===== src/rtl/sram_stream_fifo_ctrl.sv =====
// sram_stream_fifo_ctrl: valid/ready stream FIFO controller in front of a 1-cycle-latency dual-port SRAM
//
// Port A of the SRAM is the write port, port B the read port. Input words are written straight
// into the SRAM. A small read FSM fetches them back into a registered output stage.
//
// Ports:
//   Clk_In, Reset_In       clock, synchronous active-low reset
//   Flush_In               synchronous flush; like reset but Out_Data is kept
//   In_Data/Valid/Ready    write stream (In_Ready = !Full)
//   Out_Data/Valid/Ready   registered read stream
//   Full, Empty, Level     status; Level counts SRAM + in-flight read + output register
//   Sram_A_*               write port drive (read enable tied low)
//   Sram_B_*               read port drive (write enable tied low), Sram_B_Data returns read data
module sram_stream_fifo_ctrl #(
    parameter int DATA_WIDTH = 8,
    parameter int ADDR_WIDTH = 8
) (
    input  logic                  Clk_In,
    input  logic                  Reset_In,
    input  logic                  Flush_In,
    input  logic [DATA_WIDTH-1:0] In_Data,
    input  logic                  In_Valid,
    output logic                  In_Ready,
    output logic [DATA_WIDTH-1:0] Out_Data,
    output logic                  Out_Valid,
    input  logic                  Out_Ready,
    output logic                  Full,
    output logic                  Empty,
    output logic [ADDR_WIDTH:0]   Level,
    output logic [DATA_WIDTH-1:0] Sram_A_Data,
    output logic [ADDR_WIDTH-1:0] Sram_A_Address,
    output logic                  Sram_A_Write_Enable,
    output logic                  Sram_A_Read_Enable,
    output logic [ADDR_WIDTH-1:0] Sram_B_Address,
    output logic                  Sram_B_Read_Enable,
    output logic                  Sram_B_Write_Enable,
    input  logic [DATA_WIDTH-1:0] Sram_B_Data
);
    typedef enum logic [1:0] {IDLE, FETCH, VALID} state_t;
    localparam logic [ADDR_WIDTH:0] DEPTH = {1'b1, {ADDR_WIDTH{1'b0}}};
    state_t                r_state;
    state_t                w_next;
    logic [ADDR_WIDTH-1:0] r_wr_ptr;
    logic [ADDR_WIDTH-1:0] r_rd_ptr;
    logic [ADDR_WIDTH:0]   r_stored;
    logic                  r_out_valid;
    logic [DATA_WIDTH-1:0] r_out_data;
    logic                  w_clear;
    logic                  w_wr_fire;
    logic                  w_has;
    logic                  w_rd_issue;
    logic                  w_load;
    assign w_clear   = !Reset_In || Flush_In;
    assign Full      = r_stored == DEPTH;
    assign In_Ready  = !Full;
    // Writes during a reset/flush cycle would land behind a pointer that is being cleared.
    assign w_wr_fire = In_Valid && In_Ready && !w_clear;
    assign w_has     = r_stored != '0;
    always_comb begin
        w_next     = r_state;
        w_rd_issue = 1'b0;
        w_load     = 1'b0;
        case (r_state)
            IDLE: begin
                w_rd_issue = w_has;
                w_next     = w_has ? FETCH : IDLE;
            end
            FETCH: begin
                w_load = 1'b1;
                w_next = VALID;
            end
            VALID: begin
                w_rd_issue = Out_Ready && w_has;
                w_next     = !Out_Ready ? VALID : w_has ? FETCH : IDLE;
            end
            default: w_next = IDLE;
        endcase
        w_rd_issue = w_rd_issue && !w_clear;
    end
    always_ff @(posedge Clk_In) begin
        if (w_clear) begin
            r_state     <= IDLE;
            r_wr_ptr    <= '0;
            r_rd_ptr    <= '0;
            r_stored    <= '0;
            r_out_valid <= 1'b0;
        end else begin
            r_state     <= w_next;
            r_wr_ptr    <= r_wr_ptr + ADDR_WIDTH'(w_wr_fire);
            r_rd_ptr    <= r_rd_ptr + ADDR_WIDTH'(w_rd_issue);
            r_stored    <= r_stored + (ADDR_WIDTH+1)'(w_wr_fire) - (ADDR_WIDTH+1)'(w_rd_issue);
            r_out_valid <= w_next == VALID;
        end
    end
    // Output data survives a flush; only reset clears it.
    always_ff @(posedge Clk_In) begin
        if (!Reset_In) r_out_data <= '0;
        else if (!Flush_In && w_load) r_out_data <= Sram_B_Data;
    end
    assign Out_Data            = r_out_data;
    assign Out_Valid           = r_out_valid;
    assign Level               = r_stored + (ADDR_WIDTH+1)'(r_state == FETCH) + (ADDR_WIDTH+1)'(r_out_valid);
    assign Empty               = Level == '0;
    assign Sram_A_Data         = In_Data;
    assign Sram_A_Address      = r_wr_ptr;
    assign Sram_A_Write_Enable = w_wr_fire;
    assign Sram_A_Read_Enable  = 1'b0;
    assign Sram_B_Address      = r_rd_ptr;
    assign Sram_B_Read_Enable  = w_rd_issue;
    assign Sram_B_Write_Enable = 1'b0;
endmodule


===== config.mk =====
export PLATFORM = sky130hd
export DESIGN_NAME = sram_stream_fifo_ctrl
export DESIGN_NICKNAME = d
export VERILOG_FILES = /design/src/rtl/sram_stream_fifo_ctrl.sv
export SDC_FILE = /design/constraint.sdc
export NUM_CORES = 1
export LEC_CHECK = 0
export CAP_MARGIN = 20
export CORE_UTILIZATION = 49
export DETAILED_ROUTE_END_ITERATION = 7
export MAX_ROUTING_LAYER = met4
export PLACE_DENSITY_LB_ADDON = 0.3
export RECOVER_POWER = 25
export SYNTH_ARGS = -nofsm -noshare
export SYNTH_HDL_FRONTEND = slang
export SYNTH_SLANG_ARGS = --single-unit

===== constraint.sdc =====
create_clock -name Clk_In -period 7.3 [get_ports Clk_In]
set_clock_uncertainty 0.05 [all_clocks]
set_input_delay 1.46 -clock Clk_In [delete_from_list [all_inputs] [get_ports Clk_In]]
set_output_delay 1.46 -clock Clk_In [all_outputs]
set_load 0.05 [all_outputs]

==> results_dict.tcl, run 1 <==
set metrics [dict create \
    outcome "finished, final reports clean" \
    r2r-end "r_stored[6]" \
    post_cts_buffers 0 \
    crit_path_end "Sram_B_Read_Enable" \
    r2r_slack_ps 4030 \
    worst-path-stages 6 \
    timing.fmax_mhz 176 \
    worstHoldPathType "flop to flop" \
    critical-path-max-stage-delay_ps 790 \
    routabilityCongestion 0.804 \
    slowest_stage "clkdlybuf4s50_1" \
    cts_hold_buf 0 \
    clkTransAtPathRegs_ps 70 \
    num_rows 23 \
    min_period_ps 5690 \
    startpoint "Flush_In" \
    p_clk_share_pct 17.4 \
    die_y_microns 67.6 \
    clock_sinks 36 \
    htree_levels 2 \
    path_cells "dlygate4sd3_1 > nand2b_1 > clkbuf_1 > a2111oi_0 > buf_4 > clkdlybuf4s50_1" \
    io_buffers 51 \
    ant_nets 0 \
    finalSetupViolCount 0 \
    clock_latency_ps 290 \
    synth.cell_area_sq_um 2110 \
    worstSetupStartpointType "input port" \
    totalWireLength_microns 4220 \
    synth-seq-area-share_pct 34.2 \
    combPwrFrac_pct 53.9 \
    grt_antenna_before_repair 0 \
    dieWidth_microns 67.6 \
    routedWlPerCell_microns 13.1 \
    use_met1_pct 24.6 \
    grt_pass1_wl_microns 6800 \
    rsz0062_at_grt "no" \
    final_nets 318 \
    p_sw_mw 0.362 \
    crit_buf_inv 4 \
    synth_top_area_share_pct 34.2 \
    leakagePower_nw 1.11 \
    grt_max_degree 29 \
    diodes 0 \
    power_density_nw_per_um2 311 \
    drive_above_1_share_pct 5.13 \
    power_mw 0.840 \
    initialDrtViolationCount 66 \
    ctsResizeCount 0 \
    swShare_pct 43.1 \
    clk_path_buf_depth 2 \
    synth.area.top_cells "dfxtp_1, ha_1, xnor2_1, mux2i_1, xor2_1" \
    max_slew_margin_pct 22.8 \
    dr.pass1.iters 4 \
    peakVddDrop_mv 0.149 \
    cap_violations 0 \
    dieArea_sq_um 4570 \
    grtUsageTotal_pct 20.8 \
    worst_setup_path_end_kind "primary output" \
    worst_ep_required_time_ps 5790 \
    fin_crit_sh_pct 77.9 \
    met2_usage_pct 31.4 \
    r2r-start "r_stored[7]" \
    synth_area_leader_cell "dfxtp_1" \
    top_usage_layer "met2" \
    synth_cell_types 44 \
    dr_total_vias 1662 \
    hold_viol 0 \
    cts_buffers 5 \
    cts_tree "yes" \
    grt_pass1_vias 1557 \
    maxSlewViolCount 0 \
    synth_flop_cell "dfxtp_1" \
    synth_cells 224 \
    critical_path_class "input port to primary output" \
    drc 0 \
    core_area_sq_um 4060 \
    tightestPinTransition_ps 1160 \
    internal_power_mw 0.478 \
    cp_top_family "buffers and inverters" \
    p_seq_share_pct 28.7 \
    start_util_pct 52.0 \
    synth_edf_count 0 \
    synth_area_per_cell_sq_um 9.42 \
    ios 70 \
    cts_root_buf "clkbuf_8" \
    dp_hpwl_microns 3220 \
    synthArstFlopShare_pct 0 \
    worstRegToRegCells 15 \
    grt_use_met3_pct 6.59 \
    routed_via_density 5.15 \
    arrival_ps 4180 \
    syn_to_final_growth_pct 27.8 \
    setup_tns_ps 0 \
    yosys_warnings 0 \
    synth-seq-cells 36 \
    grt_overflow 0 \
    critPathMaxFanout 28 \
]
layer usage:
layer / vias to the layer above / routed length, microns
li1: 846 / -
met1: 763 / 1980
met2: 47 / 1960
met3: 6 / 227
met4: 0 / 46
met5: - / 0
cell type report:
cell class	instances	area, sq um
Multi-Input combinational cell	160	1240
Clock buffer	7	86.3
Inverter	16	60.1
Timing Repair Buffer	53	522
Fill cell	344	1360
Tap cell	50	62.6
Sequential cell	36	721
Clock inverter	1	7.51
registers in the layout, summed over array words and instances, names as in the netlist:
name            count
Out_Valid           1
r_stored            9
r_state             2
Sram_B_Address      8
Out_Data            8
Sram_A_Address      8
through the flow:
step	util (%)	cell area, sq um	instances	hold WS, ps	setup slack, ps
after detailed placement	64.4	2610	315	426	2020
after global placement	64.4	2610	315	415	2020
after CTS	66.7	2710	323	441	2020
final	66.5	2700	323	437	1610
after floorplan	-	2110	225	383	868
after global routing	66.5	2700	323	476	1450
how the worst min path moves through the flow:
stage	from	end	slack [ps]	cells past startpoint
after floorplan	r_state[0]	r_state[0]	380	1
after global placement	r_state[0]	r_state[0]	420	1
after detailed placement	r_state[0]	r_state[0]	430	1
after CTS	r_state[0]	r_state[0]	440	1
after global routing	r_state[0]	r_state[0]	480	1
final	r_state[0]	r_state[0]	440	1
worst register-to-register path: cells and delay by family (launching register included):
family | cells | cell delay (ps)
adders and majority gates | 4 | 760
DFF | 1 | 440
buffers and inverters | 4 | 400
AOI/OAI and AO/OA | 2 | 720
and+or+nand+nor | 5 | 810
cells by family (layout without fill, tap and decap cells):
family          count (synthesis)  count (layout)  share of synthesized area [%]
flops                          36              36                           34.2
mux                             9               9                           4.27
simple gates                   83              83                           22.8
buf+inv                        29              77                           7.00
compound gates                 20              20                           7.30
fa+ha+maj                      25              25                           15.5
xor+xnor                       21              21                           8.72
other cells                     1               2                          0.178
synthesized netlist by cell type (2+ instances only):
cell / n
dfxtp_1: 36
ha_1: 23
nor2_1: 18
inv_1: 16
xnor2_1: 11
buf_4: 10
nand3_1: 10
nor2b_1: 10
xor2_1: 10
mux2i_1: 9
and3_1: 6
nand2b_1: 6
a21oi_1: 5
and2_1: 5
nor4_1: 5
nor3_1: 4
nand2_1: 3
o21bai_1: 3
or4_1: 3
a2111oi_0: 2
a211oi_1: 2
buf_1: 2
fa_1: 2
nand4_1: 2
nor3b_1: 2
placed cells by master, fill, tap and decap left out, types with 2 or more instances in the layout:
| cell | instances |
|---|---|
| dfxtp_1 | 36 |
| o21bai_1 | 3 |
| xor2_1 | 10 |
| clkdlybuf4s50_1 | 49 |
| dlygate4sd3_1 | 2 |
| a2111oi_0 | 2 |
| or4_1 | 3 |
| clkbuf_1 | 2 |
| a211oi_1 | 2 |
| nand2_1 | 3 |
| and2_1 | 5 |
| and3_1 | 6 |
| inv_1 | 16 |
| nor2_1 | 19 |
| clkbuf_8 | 6 |
| nor2b_1 | 10 |
| nand3_1 | 10 |
| ha_1 | 23 |
| mux2i_1 | 9 |
| nor3_1 | 4 |
| nand4_1 | 2 |
| fa_1 | 2 |
| a21oi_1 | 5 |
| xnor2_1 | 11 |
| nor4_1 | 5 |
| conb_1 | 2 |
| nand2b_1 | 6 |
| nor3b_1 | 2 |
power groups by stage:
| stage | logic [mW] | clock network, mW | registers [mW] |
|---|---|---|---|
| 2_1_floorplan | 0.334 | 0 | 0.256 |
| 3_3_place_gp | 0.444 | 0 | 0.245 |
| 3_5_place_dp | 0.454 | 0 | 0.245 |
| 4_1_cts | 0.455 | 0.150 | 0.241 |
| 5_1_grt | 0.495 | 0.160 | 0.244 |
| 6_report | 0.453 | 0.146 | 0.241 |
Note: power is estimated with default switching activity, not from simulation.
==> run 2: changes to the inputs <==
--- a/config.mk
+++ b/config.mk
@@ -6,7 +6,7 @@
 export NUM_CORES = 1
 export LEC_CHECK = 0
 export CAP_MARGIN = 20
-export CORE_UTILIZATION = 49
+export CORE_UTILIZATION = 46
 export DETAILED_ROUTE_END_ITERATION = 7
 export MAX_ROUTING_LAYER = met4
 export PLACE_DENSITY_LB_ADDON = 0.3
==> constraint.sdc (replaced) <==
create_clock -name Clk_In -period 5.8 [get_ports Clk_In]
set_clock_uncertainty 0.05 [all_clocks]
set_input_delay 1.16 -clock Clk_In [delete_from_list [all_inputs] [get_ports Clk_In]]
set_output_delay 1.16 -clock Clk_In [all_outputs]
set_load 0.05 [all_outputs]
==> run 2 against run 1 <==
Worst setup slack lost 630 ps. Clock power grew 19%. Via count grew 2.4%. Total power grew 25%. Global-route usage shrank 2.3 points. Sequential share of layout area grew 0.12 points. Non-clock buffer count shrank 1. Critical path depth shrank 2. Cell area shrank 0.46%. Sequential power grew 26%. Combinational power grew 26%.
==> results_dict.tcl, run 2 (synthesized netlist as in run 1, its figures left out) <==
set metrics [dict create \
    io_buffers 51 \
    routed_via_density 5.25 \
    worst_hold_slack_ps 449 \
    worstHoldPathType "flop to flop" \
    worst_ep_required_time_ps 4590 \
    syn_to_final_growth_pct 27.2 \
    layout_commonest_cell "clkdlybuf4s50_1" \
    leakagePower_nw 1.10 \
    clkTransAtPathRegs_ps 70 \
    maxSlewViolCount 0 \
    r2r_slack_ps 2270 \
    grt_overflow 0 \
    tightestPinTransition_ps 1130 \
    dr.pass1.iters 4 \
    critical_path_class "input port to primary output" \
    critPathMaxFanout 10 \
    rsz0062_at_grt "no" \
    dr_total_vias 1702 \
    clk_path_buf_depth 2 \
    post_cts_buffers 0 \
    swShare_pct 43.6 \
    initialDrtViolationCount 68 \
    outcome "finished, final reports clean" \
    combPwrFrac_pct 54.4 \
    drc 0 \
    fill_cells 395 \
    dieWidth_microns 69.7 \
    diodes 0 \
    cts_root_buf "clkbuf_8" \
    dieArea_sq_um 4860 \
    hold_viol 0 \
    seqCellArea_sq_um 721 \
    max_flop_register "r_stored" \
    routabilityCongestion 0.761 \
    internal_power_mw 0.589 \
    clock_sinks 36 \
    cap_violations 0 \
    ctsResizeCount 0 \
    dp_hpwl_microns 3090 \
    final_nets 317 \
    routedWlPerCell_microns 12.9 \
    grt_pass1_wl_microns 7000 \
    ant_nets 0 \
    min_period_ps 4820 \
    cts_buffers 5 \
    totalWireLength_microns 4170 \
    arrival_ps 3610 \
    clock_latency_ps 280 \
    worstSetupStartpointType "input port" \
    cts_hold_buf 0 \
    ios 70 \
    largest_reg_flops 9 \
    p_clk_share_pct 16.6 \
    start_util_pct 48.1 \
    grt_antenna_before_repair 0 \
    htree_levels 2 \
    peakVddDrop_mv 0.174 \
    core_area_sq_um 4380 \
    multi_input_area_sq_um 1240 \
    worst_setup_path_end_kind "primary output" \
    finalSetupViolCount 0 \
    grtUsageTotal_pct 18.5 \
    grt_max_degree 28 \
    p_seq_share_pct 28.9 \
    num_rows 24 \
    fin_crit_sh_pct 83.2 \
    drive_above_1_share_pct 4.41 \
    layout_common_cells "clkdlybuf4s50_1, dfxtp_1, ha_1, nor2_1, inv_1" \
    timing.fmax_mhz 207 \
    setup_tns_ps 0 \
    power_density_nw_per_um2 390 \
    die_y_microns 69.7 \
    p_sw_mw 0.456 \
    cts_tree "yes" \
    grt_pass1_vias 1548 \
    max_slew_margin_pct 24.8 \
]
run 2: cell types whose count changed in the layout (fill, tap and decap cells not counted):
cell	previous run	this run
clkbuf_1	2	3
clkinvlp_4	1	0
a2111oi_1	0	1
clkdlybuf4s50_1	49	48
dlygate4sd3_1	2	3
buf_4	1	0
a2111oi_0	2	1
clkbuf_8	6	5
clkinv_4	0	1
run 2: layout make-up:
type	instances	area share (%)
clock buffers	7	2.84
clock inverters	1	0.326
inverters	16	2.24
multi-input cells	160	46.2
flip-flops and latches	36	26.9
well taps	52	2.42
repair buffers	52	19.2
run 2: worst paths after layout:
check,startpoint,end,depth (start not counted)
hold / removal,r_state[0],r_state[0],1
setup / recovery,Reset_In,Sram_B_Read_Enable,4
setup reg to reg,r_stored[7],r_stored[6],14
hold reg to reg,r_state[0],r_state[0],1
run 2: power by group through the flow:
stage               clock network, mW  registers [mW]  logic (mW)
CTS                             0.180           0.303       0.569
finish                          0.174           0.303       0.569
global route                    0.191           0.308       0.612
global placement                    0           0.309       0.555
floorplan                           0           0.323       0.421
detailed placement                  0           0.308       0.564
run 2: worst max-delay path: stages:
cell,delay [ps]
dlygate4sd3_1,690
nand2b_1,110
a2111oi_1,700
clkdlybuf4s50_1,950
run 2: metrics by stage:
step / cell area [sq um] / std cells / power, mW / setup WS, ps / utilization [%]
CTS: 2700 / 324 / 1.05 / 1040 / 61.5
detailed placement: 2610 / 316 / 0.872 / 1050 / 59.5
global placement: 2610 / 316 / 0.864 / 1080 / 59.5
floorplan: 2110 / 225 / 0.744 / 485 / -
finish: 2680 / 324 / 1.05 / 976 / 61.2
global route: 2680 / 324 / 1.11 / 788 / 61.2
run 2: layer usage:
layer | up-vias | global-route usage (%) | part of all wire (%)
li1 | 844 | - | -
met1 | 792 | 24.0 | 47
met2 | 61 | 27.7 | 45
met3 | 5 | 4.94 | 6.6
met4 | 0 | 6.67 | 1.1
met5 | - | - | 0
